--- src/rtl/lsu_bus_arbiter_pkg.sv ---
// rtl/lsu_bus_arbiter_pkg.sv - shared types and constants for the LSU bus arbiter
//
// Purpose:
//   Common encodings used by the arbiter, its requester/memory interfaces
//   and anything that talks to the LSU data port.
//   - arb_state_e  : arbiter FSM states (ARB_IDLE / ARB_RD_WAIT)
//   - arb_owner_e  : requester identity (ARB_OWN_M0 = CPU, ARB_OWN_M1 = loader)
//   - data_mode_e  : LSU access size / sign-extension encodings, the same
//                    values the CPU core drives on its data_mode bus
//   - ARB_MODE_W   : width of the data_mode field
// Ports: none (package).

package lsu_bus_arbiter_pkg;

    localparam int ARB_MODE_W = 3;

    typedef enum logic {
        ARB_IDLE    = 1'b0,
        ARB_RD_WAIT = 1'b1
    } arb_state_e;

    typedef enum logic {
        ARB_OWN_M0 = 1'b0,
        ARB_OWN_M1 = 1'b1
    } arb_owner_e;

    // Bit 2 selects zero-extension on loads; bits 1:0 select the access size.
    typedef enum logic [ARB_MODE_W-1:0] {
        DATA_MODE_BYTE   = 3'b000,
        DATA_MODE_HALF   = 3'b001,
        DATA_MODE_WORD   = 3'b010,
        DATA_MODE_BYTE_U = 3'b100,
        DATA_MODE_HALF_U = 3'b101
    } data_mode_e;

    // Identity of the requester selected by a one-hot grant vector.
    function automatic arb_owner_e arb_owner_of(input logic [1:0] gnt);
        return gnt[1] ? ARB_OWN_M1 : ARB_OWN_M0;
    endfunction

endpackage

--- src/rtl/lsu_bus_arbiter_if.sv ---
// rtl/lsu_bus_arbiter_if.sv - requester-side and LSU-side bus interfaces
//
// Purpose:
//   lsu_bus_arbiter_if : one requester port (CPU data port or loader).
//     req/we/addr/wdata/mode : request, held stable until gnt
//     gnt                    : request accepted this cycle
//     rvld/rdata             : 1-cycle read response; rdata is 0 when rvld=0
//     modport master = requester, modport slave = arbiter
//   lsu_mem_if : the single LSU data-memory port.
//     en/we/addr/wdata/mode  : access strobe and payload
//     rdata                  : read data, valid RD_LAT cycles after accept
//     modport master = arbiter, modport slave = LSU

interface lsu_bus_arbiter_if
    import lsu_bus_arbiter_pkg::*;
#(
    parameter int ADDR_W = 16,
    parameter int DATA_W = 32
);
    logic                  req;
    logic                  we;
    logic [ADDR_W-1:0]     addr;
    logic [DATA_W-1:0]     wdata;
    logic [ARB_MODE_W-1:0] mode;
    logic                  gnt;
    logic                  rvld;
    logic [DATA_W-1:0]     rdata;

    modport master (
        output req, we, addr, wdata, mode,
        input  gnt, rvld, rdata
    );

    modport slave (
        input  req, we, addr, wdata, mode,
        output gnt, rvld, rdata
    );
endinterface

interface lsu_mem_if
    import lsu_bus_arbiter_pkg::*;
#(
    parameter int ADDR_W = 16,
    parameter int DATA_W = 32
);
    logic                  en;
    logic                  we;
    logic [ADDR_W-1:0]     addr;
    logic [DATA_W-1:0]     wdata;
    logic [ARB_MODE_W-1:0] mode;
    logic [DATA_W-1:0]     rdata;

    modport master (
        output en, we, addr, wdata, mode,
        input  rdata
    );

    modport slave (
        input  en, we, addr, wdata, mode,
        output rdata
    );
endinterface

--- src/rtl/lsu_bus_arbiter_rr_pick2.sv ---
// rtl/lsu_bus_arbiter_rr_pick2.sv - two-way request picker (round robin or fixed priority)
//
// Purpose:
//   Combinational winner selection between two requesters.
//   Build option LSU_ARB_FIXED_PRIO_EN: when defined, requester 0 always wins
//   a conflict and `last` is ignored; when undefined, the requester that did
//   not win last time wins a conflict.
// Ports:
//   req[1:0] in  : request lines (bit 0 = m0, bit 1 = m1)
//   last     in  : requester accepted most recently
//   gnt[1:0] out : one-hot winner, all-zero when nobody requests

module lsu_bus_arbiter_rr_pick2
    import lsu_bus_arbiter_pkg::*;
(
    input  logic [1:0] req,
    input  arb_owner_e last,
    output logic [1:0] gnt
);

`ifdef LSU_ARB_FIXED_PRIO_EN
    logic unused_last;
    assign unused_last = (last == ARB_OWN_M1);

    always_comb begin
        gnt = 2'b00;
        if (req[0]) begin
            gnt = 2'b01;
        end else if (req[1]) begin
            gnt = 2'b10;
        end
    end
`else
    always_comb begin
        gnt = 2'b00;
        if (req == 2'b11) begin
            // Conflict: the one that was not served last goes first.
            gnt = (last == ARB_OWN_M0) ? 2'b10 : 2'b01;
        end else begin
            gnt = req;
        end
    end
`endif

endmodule

--- src/rtl/lsu_bus_arbiter.sv ---
// rtl/lsu_bus_arbiter.sv - shares the LSU data port between the CPU (m0) and the loader (m1)
//
// Purpose:
//   Grants one access per cycle while idle, forwards the winner's request to
//   the LSU, and for reads waits RD_LAT cycles before returning s.rdata to the
//   requester that issued it. Writes complete in their accept cycle.
//   Build option LSU_ARB_FIXED_PRIO_EN selects fixed priority (m0 wins) instead
//   of round robin; see lsu_bus_arbiter_rr_pick2.
// Parameters:
//   ADDR_W : byte address width
//   DATA_W : data width
//   RD_LAT : cycles from read accept to valid s.rdata (>= 1)
// Ports:
//   clk    in  : clock, all state on posedge
//   rst_n  in  : synchronous reset, active-low; forces all outputs to 0
//   m0     if  : CPU data port (slave side of lsu_bus_arbiter_if)
//   m1     if  : debug/program loader port (slave side of lsu_bus_arbiter_if)
//   s      if  : LSU port (master side of lsu_mem_if)

module lsu_bus_arbiter
    import lsu_bus_arbiter_pkg::*;
#(
    parameter int ADDR_W = 16,
    parameter int DATA_W = 32,
    parameter int RD_LAT = 1
) (
    input  logic              clk,
    input  logic              rst_n,
    lsu_bus_arbiter_if.slave  m0,
    lsu_bus_arbiter_if.slave  m1,
    lsu_mem_if.master         s
);

    localparam int CNT_W = $clog2(RD_LAT + 1);
    localparam logic [CNT_W-1:0] LAT_LOAD = CNT_W'(RD_LAT - 1);

    // ------------------------------------------------------------------
    // State
    // ------------------------------------------------------------------
    arb_state_e       state_q,      state_d;
    logic [CNT_W-1:0] lat_cnt_q,    lat_cnt_d;
    arb_owner_e       owner_q,      owner_d;
    arb_owner_e       last_owner_q, last_owner_d;

    // ------------------------------------------------------------------
    // Winner selection and request mux
    // ------------------------------------------------------------------
    logic [1:0]            pick_gnt;
    arb_owner_e            win;
    logic                  win_we;
    logic [ADDR_W-1:0]     win_addr;
    logic [DATA_W-1:0]     win_wdata;
    logic [ARB_MODE_W-1:0] win_mode;

    lsu_bus_arbiter_rr_pick2 u_pick (
        .req  ({m1.req, m0.req}),
        .last (last_owner_q),
        .gnt  (pick_gnt)
    );

    assign win       = arb_owner_of(pick_gnt);
    assign win_we    = (win == ARB_OWN_M1) ? m1.we    : m0.we;
    assign win_addr  = (win == ARB_OWN_M1) ? m1.addr  : m0.addr;
    assign win_wdata = (win == ARB_OWN_M1) ? m1.wdata : m0.wdata;
    assign win_mode  = (win == ARB_OWN_M1) ? m1.mode  : m0.mode;

    // ------------------------------------------------------------------
    // Combinational outputs
    // ------------------------------------------------------------------
    logic [1:0]            gnt_c;
    logic [1:0]            rvld_c;
    logic [DATA_W-1:0]     rdata0_c;
    logic [DATA_W-1:0]     rdata1_c;
    logic                  s_en_c;
    logic                  s_we_c;
    logic [ADDR_W-1:0]     s_addr_c;
    logic [DATA_W-1:0]     s_wdata_c;
    logic [ARB_MODE_W-1:0] s_mode_c;

    always_comb begin
        state_d      = state_q;
        lat_cnt_d    = lat_cnt_q;
        owner_d      = owner_q;
        last_owner_d = last_owner_q;

        gnt_c     = 2'b00;
        rvld_c    = 2'b00;
        rdata0_c  = '0;
        rdata1_c  = '0;
        s_en_c    = 1'b0;
        s_we_c    = 1'b0;
        s_addr_c  = '0;
        s_wdata_c = '0;
        s_mode_c  = '0;

        case (state_q)
            ARB_IDLE: begin
                if (pick_gnt != 2'b00) begin
                    gnt_c        = pick_gnt;
                    s_en_c       = 1'b1;
                    s_we_c       = win_we;
                    s_addr_c     = win_addr;
                    s_wdata_c    = win_wdata;
                    s_mode_c     = win_mode;
                    last_owner_d = win;
                    if (!win_we) begin
                        // Count covers the cycles between accept and data;
                        // RD_LAT=1 loads 0 so data returns in the next cycle.
                        state_d   = ARB_RD_WAIT;
                        lat_cnt_d = LAT_LOAD;
                        owner_d   = win;
                    end
                end
            end

            ARB_RD_WAIT: begin
                if (lat_cnt_q == '0) begin
                    if (owner_q == ARB_OWN_M1) begin
                        rvld_c[1] = 1'b1;
                        rdata1_c  = s.rdata;
                    end else begin
                        rvld_c[0] = 1'b1;
                        rdata0_c  = s.rdata;
                    end
                    state_d = ARB_IDLE;
                end else begin
                    lat_cnt_d = lat_cnt_q - CNT_W'(1);
                end
            end

            default: begin
                state_d = ARB_IDLE;
            end
        endcase

        // While reset is asserted nothing is granted or returned, so a
        // read in flight is dropped without a response.
        if (!rst_n) begin
            gnt_c     = 2'b00;
            rvld_c    = 2'b00;
            rdata0_c  = '0;
            rdata1_c  = '0;
            s_en_c    = 1'b0;
            s_we_c    = 1'b0;
            s_addr_c  = '0;
            s_wdata_c = '0;
            s_mode_c  = '0;
        end
    end

    // ------------------------------------------------------------------
    // State registers
    // ------------------------------------------------------------------
    always_ff @(posedge clk) begin
        if (!rst_n) begin
            state_q      <= ARB_IDLE;
            lat_cnt_q    <= '0;
            owner_q      <= ARB_OWN_M0;
            last_owner_q <= ARB_OWN_M1;   // m0 wins the first conflict
        end else begin
            state_q      <= state_d;
            lat_cnt_q    <= lat_cnt_d;
            owner_q      <= owner_d;
            last_owner_q <= last_owner_d;
        end
    end

    // ------------------------------------------------------------------
    // Port drive
    // ------------------------------------------------------------------
    assign m0.gnt   = gnt_c[0];
    assign m1.gnt   = gnt_c[1];
    assign m0.rvld  = rvld_c[0];
    assign m1.rvld  = rvld_c[1];
    assign m0.rdata = rdata0_c;
    assign m1.rdata = rdata1_c;

    assign s.en    = s_en_c;
    assign s.we    = s_we_c;
    assign s.addr  = s_addr_c;
    assign s.wdata = s_wdata_c;
    assign s.mode  = s_mode_c;

endmodule

--- src/flat_wrapper.sv ---
// flat-port wrapper written by rule: the top's interface ports become plain ports
module lsu_bus_arbiter_flat import lsu_bus_arbiter_pkg::*;
#(
    parameter int ADDR_W = 16,
    parameter int DATA_W = 32,
    parameter int RD_LAT = 1
)
  (clk, rst_n, m0_req, m0_we, m0_addr, m0_wdata, m0_mode, m0_gnt, m0_rvld, m0_rdata, m1_req, m1_we, m1_addr, m1_wdata, m1_mode, m1_gnt, m1_rvld, m1_rdata, s_en, s_we, s_addr, s_wdata, s_mode, s_rdata);
  lsu_bus_arbiter_if #(.ADDR_W(ADDR_W), .DATA_W(DATA_W)) m0_i ();
  lsu_bus_arbiter_if #(.ADDR_W(ADDR_W), .DATA_W(DATA_W)) m1_i ();
  lsu_mem_if #(.ADDR_W(ADDR_W), .DATA_W(DATA_W)) s_i ();
  input  logic clk;
  input  logic rst_n;
  input wire logic [$bits(m0_i.req)-1:0] m0_req;
  input wire logic [$bits(m0_i.we)-1:0] m0_we;
  input wire logic [$bits(m0_i.addr)-1:0] m0_addr;
  input wire logic [$bits(m0_i.wdata)-1:0] m0_wdata;
  input wire logic [$bits(m0_i.mode)-1:0] m0_mode;
  output wire logic [$bits(m0_i.gnt)-1:0] m0_gnt;
  output wire logic [$bits(m0_i.rvld)-1:0] m0_rvld;
  output wire logic [$bits(m0_i.rdata)-1:0] m0_rdata;
  input wire logic [$bits(m1_i.req)-1:0] m1_req;
  input wire logic [$bits(m1_i.we)-1:0] m1_we;
  input wire logic [$bits(m1_i.addr)-1:0] m1_addr;
  input wire logic [$bits(m1_i.wdata)-1:0] m1_wdata;
  input wire logic [$bits(m1_i.mode)-1:0] m1_mode;
  output wire logic [$bits(m1_i.gnt)-1:0] m1_gnt;
  output wire logic [$bits(m1_i.rvld)-1:0] m1_rvld;
  output wire logic [$bits(m1_i.rdata)-1:0] m1_rdata;
  output wire logic [$bits(s_i.en)-1:0] s_en;
  output wire logic [$bits(s_i.we)-1:0] s_we;
  output wire logic [$bits(s_i.addr)-1:0] s_addr;
  output wire logic [$bits(s_i.wdata)-1:0] s_wdata;
  output wire logic [$bits(s_i.mode)-1:0] s_mode;
  input wire logic [$bits(s_i.rdata)-1:0] s_rdata;
  assign m0_i.req = m0_req;
  assign m0_i.we = m0_we;
  assign m0_i.addr = m0_addr;
  assign m0_i.wdata = m0_wdata;
  assign m0_i.mode = m0_mode;
  assign m0_gnt = m0_i.gnt;
  assign m0_rvld = m0_i.rvld;
  assign m0_rdata = m0_i.rdata;
  assign m1_i.req = m1_req;
  assign m1_i.we = m1_we;
  assign m1_i.addr = m1_addr;
  assign m1_i.wdata = m1_wdata;
  assign m1_i.mode = m1_mode;
  assign m1_gnt = m1_i.gnt;
  assign m1_rvld = m1_i.rvld;
  assign m1_rdata = m1_i.rdata;
  assign s_en = s_i.en;
  assign s_we = s_i.we;
  assign s_addr = s_i.addr;
  assign s_wdata = s_i.wdata;
  assign s_mode = s_i.mode;
  assign s_i.rdata = s_rdata;
  lsu_bus_arbiter #(.ADDR_W(ADDR_W), .DATA_W(DATA_W), .RD_LAT(RD_LAT)) u_core (.clk(clk), .rst_n(rst_n), .m0(m0_i), .m1(m1_i), .s(s_i));
endmodule
--- config.mk ---
export PLATFORM = sky130hd
export DESIGN_NAME = lsu_bus_arbiter_flat
export DESIGN_NICKNAME = d
export VERILOG_FILES = /design/src/rtl/lsu_bus_arbiter_pkg.sv /design/src/rtl/lsu_bus_arbiter_if.sv /design/src/rtl/lsu_bus_arbiter_rr_pick2.sv /design/src/rtl/lsu_bus_arbiter.sv /design/src/flat_wrapper.sv
export SDC_FILE = /design/constraint.sdc
export NUM_CORES = 1
export LEC_CHECK = 0
export CAP_MARGIN = 0
export CORE_AREA = 2 2 102 104
export DETAILED_ROUTE_END_ITERATION = 8
export DIE_AREA = 0 0 104 106
export PLACE_DENSITY = 0.59
export SLEW_MARGIN = 10
export SYNTH_ARGS = -nofsm -noshare
export SYNTH_HDL_FRONTEND = slang
export SYNTH_SLANG_ARGS = --single-unit
export TNS_END_PERCENT = 20
--- constraint.sdc ---
create_clock -name clk -period 2.45 [get_ports clk]
set_input_delay 0.3675 -clock clk [delete_from_list [all_inputs] [get_ports clk]]
set_output_delay 0.3675 -clock clk [all_outputs]
set_load 0.03 [all_outputs]
==> impl_metrics.ini <==
[status]
status = completed

[critical_path]
cp_max_fo = 43
arrival_ps = 1920
crit_slowest_cell = clkdlybuf4s50_1
end_kind = output pin
cp.required_ps = 2080
cpPeakStageDelay_ps = 620
startpoint_type = input pin
critPathKind = input pin to output pin
path_cells = clkdlybuf4s50_1, a21bo_2, buf_12, nand2_1, a21oi_1, buf_4

[power_and_ir_drop]
p_int_w = 0.0005414
seq_power_share = 0.062
power-per-cell-area_nw_per_um2 = 236.4
switching_share = 0.4204
netSwitchingPower_w = 0.0003928
ir_drop_uv = 153.0
p_comb_frac = 0.783
p_leak_nw = 1.873
clockPowerShare = 0.156

[timing]
timing.slew.headroom = 0.6650
fin_ws_ps = 161.5
tns_ps = 0
fin_crit_sh = 0.9341
hold_violations = 0
period_needed_ps = 2289
fmax_mhz = 437.0
rsz0062_at_grt = false
setup_viol = 0
worst_slew_pin_slew_ps = 501.2
slew_violations = 0
holdWs_ps = 493.9
clock_skew_ps = 3.014

[floorplanning]
coreArea_um2 = 10000
fp.dieW_um = 104
io_pins = 261
die-area_um2 = 11020
initial_core_util = 0.1341
rows = 37
die_y_um = 106

[clock_tree]
cts_sinks = 3
htreeDepth = 1
insertion_delay_ps = 220
holdBufCountCts = 0
cts_root_buf = clkbuf_8
path_clk_slew_ps = 30
postCtsSetupRepairBufs = 0
cts_buffers = 3
clk_path_buf_depth = 2
post_cts_resized = 0
cts_tree = done

[synthesis]
syn_inst = 262
yosysWarnings = 0
ys_seq_area_frac = 0.04478
netlist_area_um2 = 1341
syn_nets = 402
synth_seq_cells = 3
syn_avg_cell_area_um2 = 5.119
synth_cell_types = 21

[min_path]
hp-class = register to register

[detailed_routing]
wl_per_cell_um = 13.54
dr_total_vias = 2611
drtIter0Drc = 112
routed_wl_mm = 8.786
postRouteAntennaNets = 0
drtPass1Iterations = 4
vias_per_cell = 4.023
drc = 0

[layout]
final_util = 0.3953
final.fill_count = 1092
fin_nets = 654
final_cell_mix = clkdlybuf4s50_1, buf_4, nand2_1
final_common_cell = clkdlybuf4s50_1
drive_gt1_frac = 0.2651
antennaDiodeCount = 0
syn_to_final_growth_pct = 194.7

[global_route]
first_global_vias = 2502
grt_max_degree = 44
grt.total_usage = 0.1454
grt-ovfl-total = 0
antenna_found_initial = 1
grt_pass1_wl_mm = 13.00

[placement]
gp_congestion = 0.8233
io_buffers = 260
dp_slack_ps = 169.0
place_hpwl_mm = 7.325

[job]
drv_cap = 0
-- worst max-delay path, delay by kind of cell --
kind,cells,cell delay [ps]
AND/OR/NAND/NOR,1,80
buffers and inverters,3,1020
AO/OA/AOI/OAI,2,430
-- cell type report --
| cell class | instances | area [um2] | share of cell area |
|---|---|---|---|
| Sequential cell | 3 | 60.06 | 0.01519 |
| Tap cell | 136 | 170.2 | 0.04305 |
| Timing Repair Buffer | 269 | 2492 | 0.6306 |
| Inverter | 1 | 3.754 | 0.0009497 |
| Clock buffer | 4 | 45.04 | 0.01140 |
| Multi-Input combinational cell | 236 | 1181 | 0.2988 |
-- logic make-up (layout without fill, tap and decap cells) --
kind of cell           Yosys count  count (layout)  share of synthesized area
DFF                              3               3                    0.04478
buffers and inverters           23             274                    0.08582
and+or+nand+nor                178             178                     0.6297
muxes                            1               1                   0.007463
AOI/OAI and AO/OA               57              57                     0.2323
-- flip-flops by register name (all words and copies together), names as in the netlist --
| register | count |
|---|---|
| u_core.last_owner_q | 1 |
| u_core.owner_q | 1 |
| u_core.state_q | 1 |
-- cell usage after synthesis --
master    count  area share
a21bo_1       1      0.0075
nand2_1     104        0.29
dfxtp_1       3       0.045
o21bai_2      1      0.0084
buf_6         1      0.0084
a21boi_2      1      0.0084
nor2_1        4       0.011
nor2b_1       2      0.0093
nand2b_1      2      0.0093
and3_1        1      0.0047
a22oi_1       1      0.0056
a21oi_1      51        0.19
and2_1       64        0.30
buf_4         1      0.0056
buf_2        14       0.052
o31ai_1       1      0.0056
nor3b_1       1      0.0056
inv_1         1      0.0028
mux2i_1       1      0.0075
o311ai_1      1      0.0065
clkbuf_1      6       0.017
-- power by group through the flow --
stage	Combinational (W)	Clock, W	Sequential, W
5_1_grt	0.000779	0.000153	0.0000584
2_1_floorplan	0.000319	0	0.0000568
3_5_place_dp	0.000733	0	0.0000582
3_3_place_gp	0.000732	0	0.0000582
6_report	0.000731	0.000145	0.0000578
4_1_cts	0.000736	0.000146	0.0000577
-- worst paths after layout --
kind / startpoint / endpoint / slack [ps] / cells after the start
worst min register to register: u_core.owner_q$_SDFFE_PN0P_ / u_core.owner_q$_SDFFE_PN0P_ / 490 / 2
worst max register to register: u_core.last_owner_q$_SDFFE_PN1P_ / u_core.state_q$_SDFF_PP0_ / 1200 / 4
worst min-delay path: u_core.owner_q$_SDFFE_PN0P_ / u_core.owner_q$_SDFFE_PN0P_ / 490 / 2
worst max-delay path: m0_req / s_wdata[14] / 160 / 6
-- layer usage --
layer  track usage  vias to the layer above  share of wire
met5             0                        -         0.0014
met4       0.01737                        2         0.0074
met3       0.04782                        6          0.092
met2        0.2749                      145           0.51
met1        0.1625                     1120           0.39
li1              -                     1338              -
-- metrics by stage --
step / total power [W] / cell area, um2 / std cells
2_1_floorplan: 0.0003755 / 1341 / 262
3_3_place_gp: 0.0007898 / 3908 / 645
3_5_place_dp: 0.0007917 / 3908 / 645
4_1_cts: 0.0009405 / 3953 / 649
5_1_grt: 0.0009906 / 3953 / 649
6_report: 0.0009342 / 3953 / 649
Power figures use the tool's default switching activity.
